### src/rtl/frame_pacer_ci.sv
// frame_pacer_ci: Nios II multi-cycle custom instruction that paces the game loop.
//
// A free-running frame timer counts 0..period-1 on every clk, whether or not clk_en
// is high. Each wrap raises an internal tick. Every tick increments a 32-bit frame
// counter and a saturating missed-frame (pending) counter.
//
// Opcodes (n), accepted only in IDLE while clk_en is high:
//   0 DELAY      : busy-wait dataa[CNT_W-1:0] enabled cycles, or one period if that
//                  field is 0. Latency from start to done is target+1. Result is 0.
//   1 SET_PERIOD : period = max(dataa[CNT_W-1:0], 2). Restarts the timer, clears
//                  pending and returns the old period.
//   2 WAIT_FRAME : returns pending at once if it is non-zero and clears it. Otherwise
//                  waits for the next tick, consumes that tick and returns 0.
//   3 READ_COUNT : returns frame_count. datab[0]=1 also clears the counter.
//
// Ports:
//   clk, reset    system clock; asynchronous active-high reset
//   clk_en        custom-instruction clock enable; low freezes the instruction FSM
//   start         one-cycle instruction start
//   n             opcode
//   dataa, datab  operands
//   result        registered result; holds until the next completion
//   done          one-cycle completion pulse
//
// Optional build: define FRAME_PACER_IRQ_EN to add the ports frame_irq (out), a
// registered one-cycle pulse per tick, and irq_mask (in), which forces frame_irq to 0.
module frame_pacer_ci #(
  parameter int unsigned CNT_W          = 24,
  parameter int unsigned DEFAULT_PERIOD = 833334,
  parameter int unsigned OVR_W          = 8
) (
  input  logic        clk,
  input  logic        reset,
  input  logic        clk_en,
  input  logic        start,
  input  logic [1:0]  n,
  input  logic [31:0] dataa,
  input  logic [31:0] datab,
`ifdef FRAME_PACER_IRQ_EN
  input  logic        irq_mask,
  output logic        frame_irq,
`endif
  output logic [31:0] result,
  output logic        done
);

  typedef enum logic [1:0] {StIdle, StDelay, StWait, StFin} state_e;

  state_e state_q, state_d;

  logic [CNT_W-1:0] period_q, period_d;
  logic [CNT_W-1:0] timer_q, timer_d;
  logic [CNT_W-1:0] cnt_q, cnt_d;
  logic [CNT_W-1:0] target_q, target_d;
  logic [OVR_W-1:0] pending_q, pending_d;
  logic [31:0]      frame_count_q, frame_count_d;
  logic [31:0]      result_q, result_d;
  logic             done_q, done_d;

  logic             tick;
  logic [CNT_W-1:0] arg_a;
  logic [CNT_W-1:0] delay_tgt;
  logic [CNT_W-1:0] new_period;
  logic [CNT_W-1:0] cnt_inc;
  logic             unused_bits;

  assign arg_a      = dataa[CNT_W-1:0];
  assign tick       = (timer_q == period_q - CNT_W'(1));
  assign delay_tgt  = (arg_a == '0) ? period_q : arg_a;
  assign new_period = (arg_a < CNT_W'(2)) ? CNT_W'(2) : arg_a;
  assign cnt_inc    = cnt_q + CNT_W'(1);

  // Operand bits that no opcode uses.
  assign unused_bits = ^{dataa[31:CNT_W], datab[31:1]};

  always_comb begin
    state_d  = state_q;
    cnt_d    = cnt_q;
    target_d = target_q;
    result_d = result_q;
    done_d   = done_q;
    period_d = period_q;

    // Timer and frame bookkeeping run regardless of clk_en. The opcodes below may
    // override these defaults.
    timer_d       = tick ? '0 : timer_q + CNT_W'(1);
    frame_count_d = tick ? frame_count_q + 32'd1 : frame_count_q;
    pending_d     = (tick && (pending_q != '1)) ? pending_q + OVR_W'(1) : pending_q;

    if (clk_en) begin
      unique case (state_q)
        StIdle: begin
          done_d = 1'b0;
          if (start) begin
            unique case (n)
              2'd0: begin
                target_d = delay_tgt;
                cnt_d    = '0;
                // The issue cycle is the first delay cycle, so a target of 1
                // completes straight away.
                if (delay_tgt == CNT_W'(1)) begin
                  result_d = '0;
                  state_d  = StFin;
                end else begin
                  state_d = StDelay;
                end
              end
              2'd1: begin
                period_d  = new_period;
                timer_d   = '0;
                pending_d = '0;
                result_d  = 32'(period_q);
                state_d   = StFin;
              end
              2'd2: begin
                if (pending_q != '0) begin
                  result_d  = 32'(pending_q);
                  // A tick in this same cycle is a new missed frame.
                  pending_d = tick ? OVR_W'(1) : '0;
                  state_d   = StFin;
                end else begin
                  state_d = StWait;
                end
              end
              2'd3: begin
                result_d = frame_count_q;
                if (datab[0]) begin
                  frame_count_d = tick ? 32'd1 : 32'd0;
                end
                state_d = StFin;
              end
            endcase
          end
        end
        StDelay: begin
          cnt_d = cnt_inc;
          if (cnt_inc == target_q - CNT_W'(1)) begin
            result_d = '0;
            state_d  = StFin;
          end
        end
        StWait: begin
          if (tick) begin
            result_d  = '0;
            pending_d = '0;  // this tick is the frame we waited for
            state_d   = StFin;
          end
        end
        StFin: begin
          done_d  = 1'b1;
          state_d = StIdle;
        end
        default: state_d = StIdle;
      endcase
    end
  end

  always_ff @(posedge clk or posedge reset) begin
    if (reset) begin
      state_q       <= StIdle;
      period_q      <= CNT_W'(DEFAULT_PERIOD);
      timer_q       <= '0;
      cnt_q         <= '0;
      target_q      <= '0;
      pending_q     <= '0;
      frame_count_q <= '0;
      result_q      <= '0;
      done_q        <= 1'b0;
    end else begin
      state_q       <= state_d;
      period_q      <= period_d;
      timer_q       <= timer_d;
      cnt_q         <= cnt_d;
      target_q      <= target_d;
      pending_q     <= pending_d;
      frame_count_q <= frame_count_d;
      result_q      <= result_d;
      done_q        <= done_d;
    end
  end

  assign result = result_q;
  assign done   = done_q;

`ifdef FRAME_PACER_IRQ_EN
  logic irq_q, irq_d;

  always_comb begin
    irq_d = tick & ~irq_mask;
  end

  always_ff @(posedge clk or posedge reset) begin
    if (reset) begin
      irq_q <= 1'b0;
    end else begin
      irq_q <= irq_d;
    end
  end

  assign frame_irq = irq_q;
`endif

endmodule
### config.mk
export PLATFORM = sky130hd
export DESIGN_NAME = frame_pacer_ci
export DESIGN_NICKNAME = d
export VERILOG_FILES = /design/src/rtl/frame_pacer_ci.sv
export SDC_FILE = /design/constraint.sdc
export NUM_CORES = 1
export LEC_CHECK = 0
export ABC_AREA = 0
export BUFFER_PORTS_ARGS = -buffer_cell sky130_fd_sc_hd__buf_2
export CORE_MARGIN = 8
export CORE_UTILIZATION = 33
export CTS_BUF_LIST = sky130_fd_sc_hd__clkbuf_4 sky130_fd_sc_hd__clkbuf_8
export CTS_CLUSTER_DIAMETER = 60
export DETAILED_ROUTE_END_ITERATION = 10
export PLACE_DENSITY = 0.62
export SETUP_SLACK_MARGIN = 0.15
export SYNTH_ARGS = -nofsm -noshare
export SYNTH_HDL_FRONTEND = slang
export SYNTH_SLANG_ARGS = --single-unit
### constraint.sdc
create_clock -name clk -period 7.7 [get_ports clk]
set_input_delay 1.54 -clock clk [delete_from_list [all_inputs] [get_ports clk]]
set_output_delay 1.54 -clock clk [all_outputs]
set_load 0.01 [all_outputs]
# Word-level counts from Yosys, hierarchy flattened
# Cells that the tools add are included.
[word_totals]
register_bits = 171
in_bits = 70
out_inout_bits = 33
elab_cells = 87
[op_classes]
addsub = 6
order_cmp = 1
eq_ne = 16
mux = 40
reduce_logical = 15
[ops]
columns = ["op", "n"]
rows = [
  ["two-way mux 32 bit", 11],
  ["two-way mux 24 bit", 9],
  ["one-hot mux 32 bit (4 select lines)", 1],
  ["one-hot mux 32 bit (3 select lines)", 1],
  ["adder 24 x 1 -> 24 bit, second input constant", 2],
  ["equality test 24 bit", 2],
  ["one-hot mux 24 bit (2 select lines)", 1],
  ["subtractor 24 x 1 -> 24 bit, second input constant", 2],
  ["two-way mux 8 bit", 5],
  ["adder 32 x 1 -> 32 bit, second input constant", 1],
  ["one-hot mux 8 bit (2 select lines)", 2],
  ["equality test 24 x 1 -> 1 bit, second input constant", 1],
  ["logical NOT 24 bit", 1],
  ["< comparator 24 x 2 -> 1 bit, second input constant", 1],
  ["AND reduction 4 bit", 4],
  ["adder 8 x 1 -> 8 bit, second input constant", 1],
  ["equality test 2 bit, second input constant", 4],
  ["two-way mux 2 bit", 4],
  ["!= test 8 bit, second input constant", 1],
  ["one-hot mux 2 bit (4 select lines)", 1],
  ["nonzero test 8 bit", 1],
  ["AND reduction 7 bit", 1],
  ["!= test 2 bit, second input constant", 3],
  ["!= test 3 bit, second input constant", 2],
  ["other kinds (11)", 16],
]

# Depth between registers and ports, before layout
[logic_depth]
word_depth = 9
depth_mapped = 14
mapped_depth_nobuf = 11

# Least setup slack after synthesis
# OpenSTA, ideal clock, no wires.
[synth_path]
path_kind = "reg2reg"
startpoint = "reg target_q[0]"
endpoint = "reg result_q[0] (netlist: result[0])"
arrival_time_ns = 3.686
required_ns = 7.571
setup_slack_ns = 3.885
path_stages_with_launch = 13
n_path_buf = 2
synth_period_minus_slack_ns = 3.815
cell_sequence = "dfrtp_1 inv_1 ha_1 or4b_1 buf_2 or4_4 or3_1 o2bb2ai_1 or4_4 o41ai_4 nand3_1 clkbuf_1 o2bb2ai_1"
[synth_via]
elab_chain_len = 4
[synth_rtl]
columns = ["element", "line", "source"]
rows = [
  ["start, declared", "54", "logic [CNT_W-1:0] target_q, target_d;"],
  ["start signal, assigned", "174", "target_q <= target_d;"],
  ["subtractor 24 x 1 -> 24 bit", "137", "if (cnt_inc == target_q - CNT_W'(1)) begin"],
  ["equality test 24 bit", "137", ""],
  ["!= test 2 bit (no source line)", "-", ""],
  ["AND reduction 7 bit (no source line)", "-", ""],
  ["end signal, assigned", "177", "result_q <= result_d;"],
  ["end, declared", "57", "logic [31:0] result_q, result_d;"],
]
# Every way passes these cells.
# A chain may end at the register's enable or synchronous reset.

# Worst setup path after layout
# Ends and elaborated chain as after synthesis.

==> flow_summary.yaml <==
detailed_routing:
  dr.pass1.iters: 5
  dr.first_iter.drc_count: 585
  num_vias: 8783
  drc_errors: 0
  via_per_inst: 5.538
  wire_per_inst_um: 17.45
  drtAntennaViolNets: 0
  routed_wl_mm: 27.68
synth:
  synth_cells: 1150
  synth.distinct_cells: 67
  synth_top_cell_area_share_pct: 38.37
  synth_area_leaders: "dfrtp_1, xnor2_1, o21ai_0"
  synth_largest_area_cell: "dfrtp_1"
  ys_async_sr_fraction_pct: 100.0
  synth_edf_count: 0
  synth-seq-cells: 171
  synth_area_um2: 10370
  ys_warn_count: 0
  avgSynthCellArea_um2: 9.017
  synth_flop_cell: "dfrtp_1"
  synth.net_count: 1237
  ys_seq_area_share_pct: 41.41
placement:
  dp_hpwl_mm: 20.38
  port_buffers: 63
  gp_congestion: 0.8835
cts:
  postCtsSetupRepairBufs: 0
  clock_path_buffers: 2
  cts_buffers: 17
  cts_resized: 0
  cts_tree: "yes"
  clock_sinks: 171
  path_clk_slew_ps: 110
  clock-root-buffer: "clkbuf_8"
  insertion_delay_ps: 470
  htreeDepth: 4
  cts_hold_buf: 0
sta:
  max_freq_mhz: 190.5
  tightest_slew_ps: 1173
  slew_violations: 0
  setup_viol: 0
  rsz0062_at_grt: "no"
  timing.final.crit_share_pct: 68.16
  max_slew_margin_pct: 21.37
  fin_skew_ps: 21.92
  setup_tns_ps: 0
  min_period_ps: 5248
  hold_viol_final: 0
worst_setup_path:
  r2r_slack_ps: 2450
  crit_buf_inv: 1
  cp_slowest_cell: "nand4b_1"
  regToRegStartpoint: "target_q[0]$_DFFE_PP0P_"
  slowest_delay_ps: 1020
  crit_fanout: 24
  worstPathRequired_ps: 8050
  cp-start-kind: "flop"
  crit_type: "flop to flop"
  r2r_end: "result[0]$_DFFE_PP0P_"
  r2r_cells: 10
  critPathArrivalTime_ps: 5600
  endpoint_kind: "flop"
  crit_chain: "inv_1, ha_1, or4b_1, or4_4, or3_1, o2bb2ai_1, or4_4, o41ai_4, nand4b_1, o2bb2ai_1"
  critPathTopFamily: "simple AND/OR/NAND/NOR gates"
layout:
  final_cell_mix: "dfrtp_1, nand2_1, o21ai_0"
  final_common_cell: "dfrtp_1"
  fillCellCount: 3267
  area_delta_synth_final_pct: 9.990
  fin_util_pct: 36.52
  drive_above_1_share_pct: 13.61
  fin_nets: 1257
grt:
  antenna_found_initial: 1
  grt_pass1_wl_mm: 45.67
  grt_usage_pct: 14.79
  grt_max_degree: 103
  grt_pass1_vias: 8470
  grt_overflow_total: 0
min_path:
  worstHoldPathType: "flop to flop"
  hold_end: "result[29]$_DFFE_PP0P_"
  min_from: "result[29]$_DFFE_PP0P_"
  holdPathStages: 1
die:
  die_w_um: 193.3
  design.die.area_um2: 37350
  io_pins: 103
  row_count: 65
  fp.dieH_um: 193.3
  start_util_pct: 33.21
  core-area_um2: 31230
power_and_ir_drop:
  power_w: 0.003733
  worst_ir_drop_vdd_mv: 0.1478
  p_leak_nw: 4.643
  power_density_nw_per_um2: 327.3
flow_run:
  drv_cap: 0
outcome:
  status: "finished, final reports clean"
-- area by class of cell --
class	count	area (um2)	area share (%)
multi-input combinational	874	5689	49.88
sequential	171	4294	37.65
tap	402	503.0	4.410
timing repair buffer	72	382.9	3.357
clock buffer	19	255.2	2.238
clock inverter	13	146.4	1.283
inverter	34	132.6	1.163
antenna	1	2.502	0.02194
-- cell usage after synthesis, types with 8 or more instances --
cell,count
dfrtp_1,159
nand2_1,90
o21ai_0,87
nor2_1,77
a21oi_1,66
clkbuf_1,63
nand3_1,61
xnor2_1,55
xor2_1,43
nand4_1,34
or3_1,34
inv_1,33
nor3_1,33
o2bb2ai_1,33
mux2_2,24
nor4_1,20
and3_1,19
a22oi_1,17
ha_1,17
o31ai_1,13
dfstp_2,12
nor2b_1,12
mux2i_1,10
or4_1,10
and4_1,9
a222oi_1,8
and2_1,8
-- power breakdown --
part           total, W  leakage [nW]  internal (W)  switching [W]
clock          0.000658         0.203      0.000283       0.000375
combinational   0.00142          2.26      0.000631       0.000790
sequential      0.00165          2.18       0.00122       0.000438
-- layer usage --
layer	global-route usage [%]	vias up	wire length (um)
met5	0	-	0
met4	4.818	0	544
met3	2.655	31	1340
met2	24.34	222	13350
met1	19.41	4276	12440
li1	-	4254	-
-- cell families (layout without fill, tap and decap cells) --
logic type | count (synthesis) | in the layout | synth area share [%]
xor gates and xnor gates | 101 | 101 | 8.928
and+or+nand+nor | 446 | 446 | 22.80
DFF | 171 | 171 | 41.41
muxes | 34 | 34 | 3.571
adders and majority gates | 17 | 17 | 2.051
other | 0 | 1 | 0
buffers and inverters | 105 | 138 | 3.861
AOI/OAI and AO/OA | 276 | 276 | 17.37
-- state kept, by name, summed over array words and instances, names as in the netlist --
register and flops:
frame_count_q 32, pending_q 8, state_q 2, timer_q 24
result 32, target_q 24, done 1, period_q 24
cnt_q 24
-- stage by stage --
step	setup slack, ps	area (um2)	instances	hold slack (ps)
4_1_cts	2471	11400	1585	498.7
5_1_grt	2166	11410	1586	510.5
3_3_place_gp	2145	11000	1553	467.9
2_1_floorplan	1548	10370	1150	468.9
3_5_place_dp	2112	11000	1553	468.5
6_report	2452	11410	1586	492.3
-- worst max-delay path by stage --
| stage | startpoint | depth (start not counted) | endpoint | slack [ps] |
|---|---|---|---|---|
| 2_1_floorplan | reset | 1 | cnt_q[0]$_DFFE_PP0P_ | 1550 |
| 3_3_place_gp | dataa[1] | 10 | result[0]$_DFFE_PP0P_ | 2150 |
| 6_report | target_q[0]$_DFFE_PP0P_ | 10 | result[0]$_DFFE_PP0P_ | 2450 |
| 5_1_grt | target_q[0]$_DFFE_PP0P_ | 10 | result[0]$_DFFE_PP0P_ | 2170 |
| 4_1_cts | target_q[0]$_DFFE_PP0P_ | 10 | result[0]$_DFFE_PP0P_ | 2470 |
| 3_5_place_dp | dataa[1] | 10 | result[4]$_DFFE_PP0P_ | 2110 |
(Power assumes the default switching activity.)
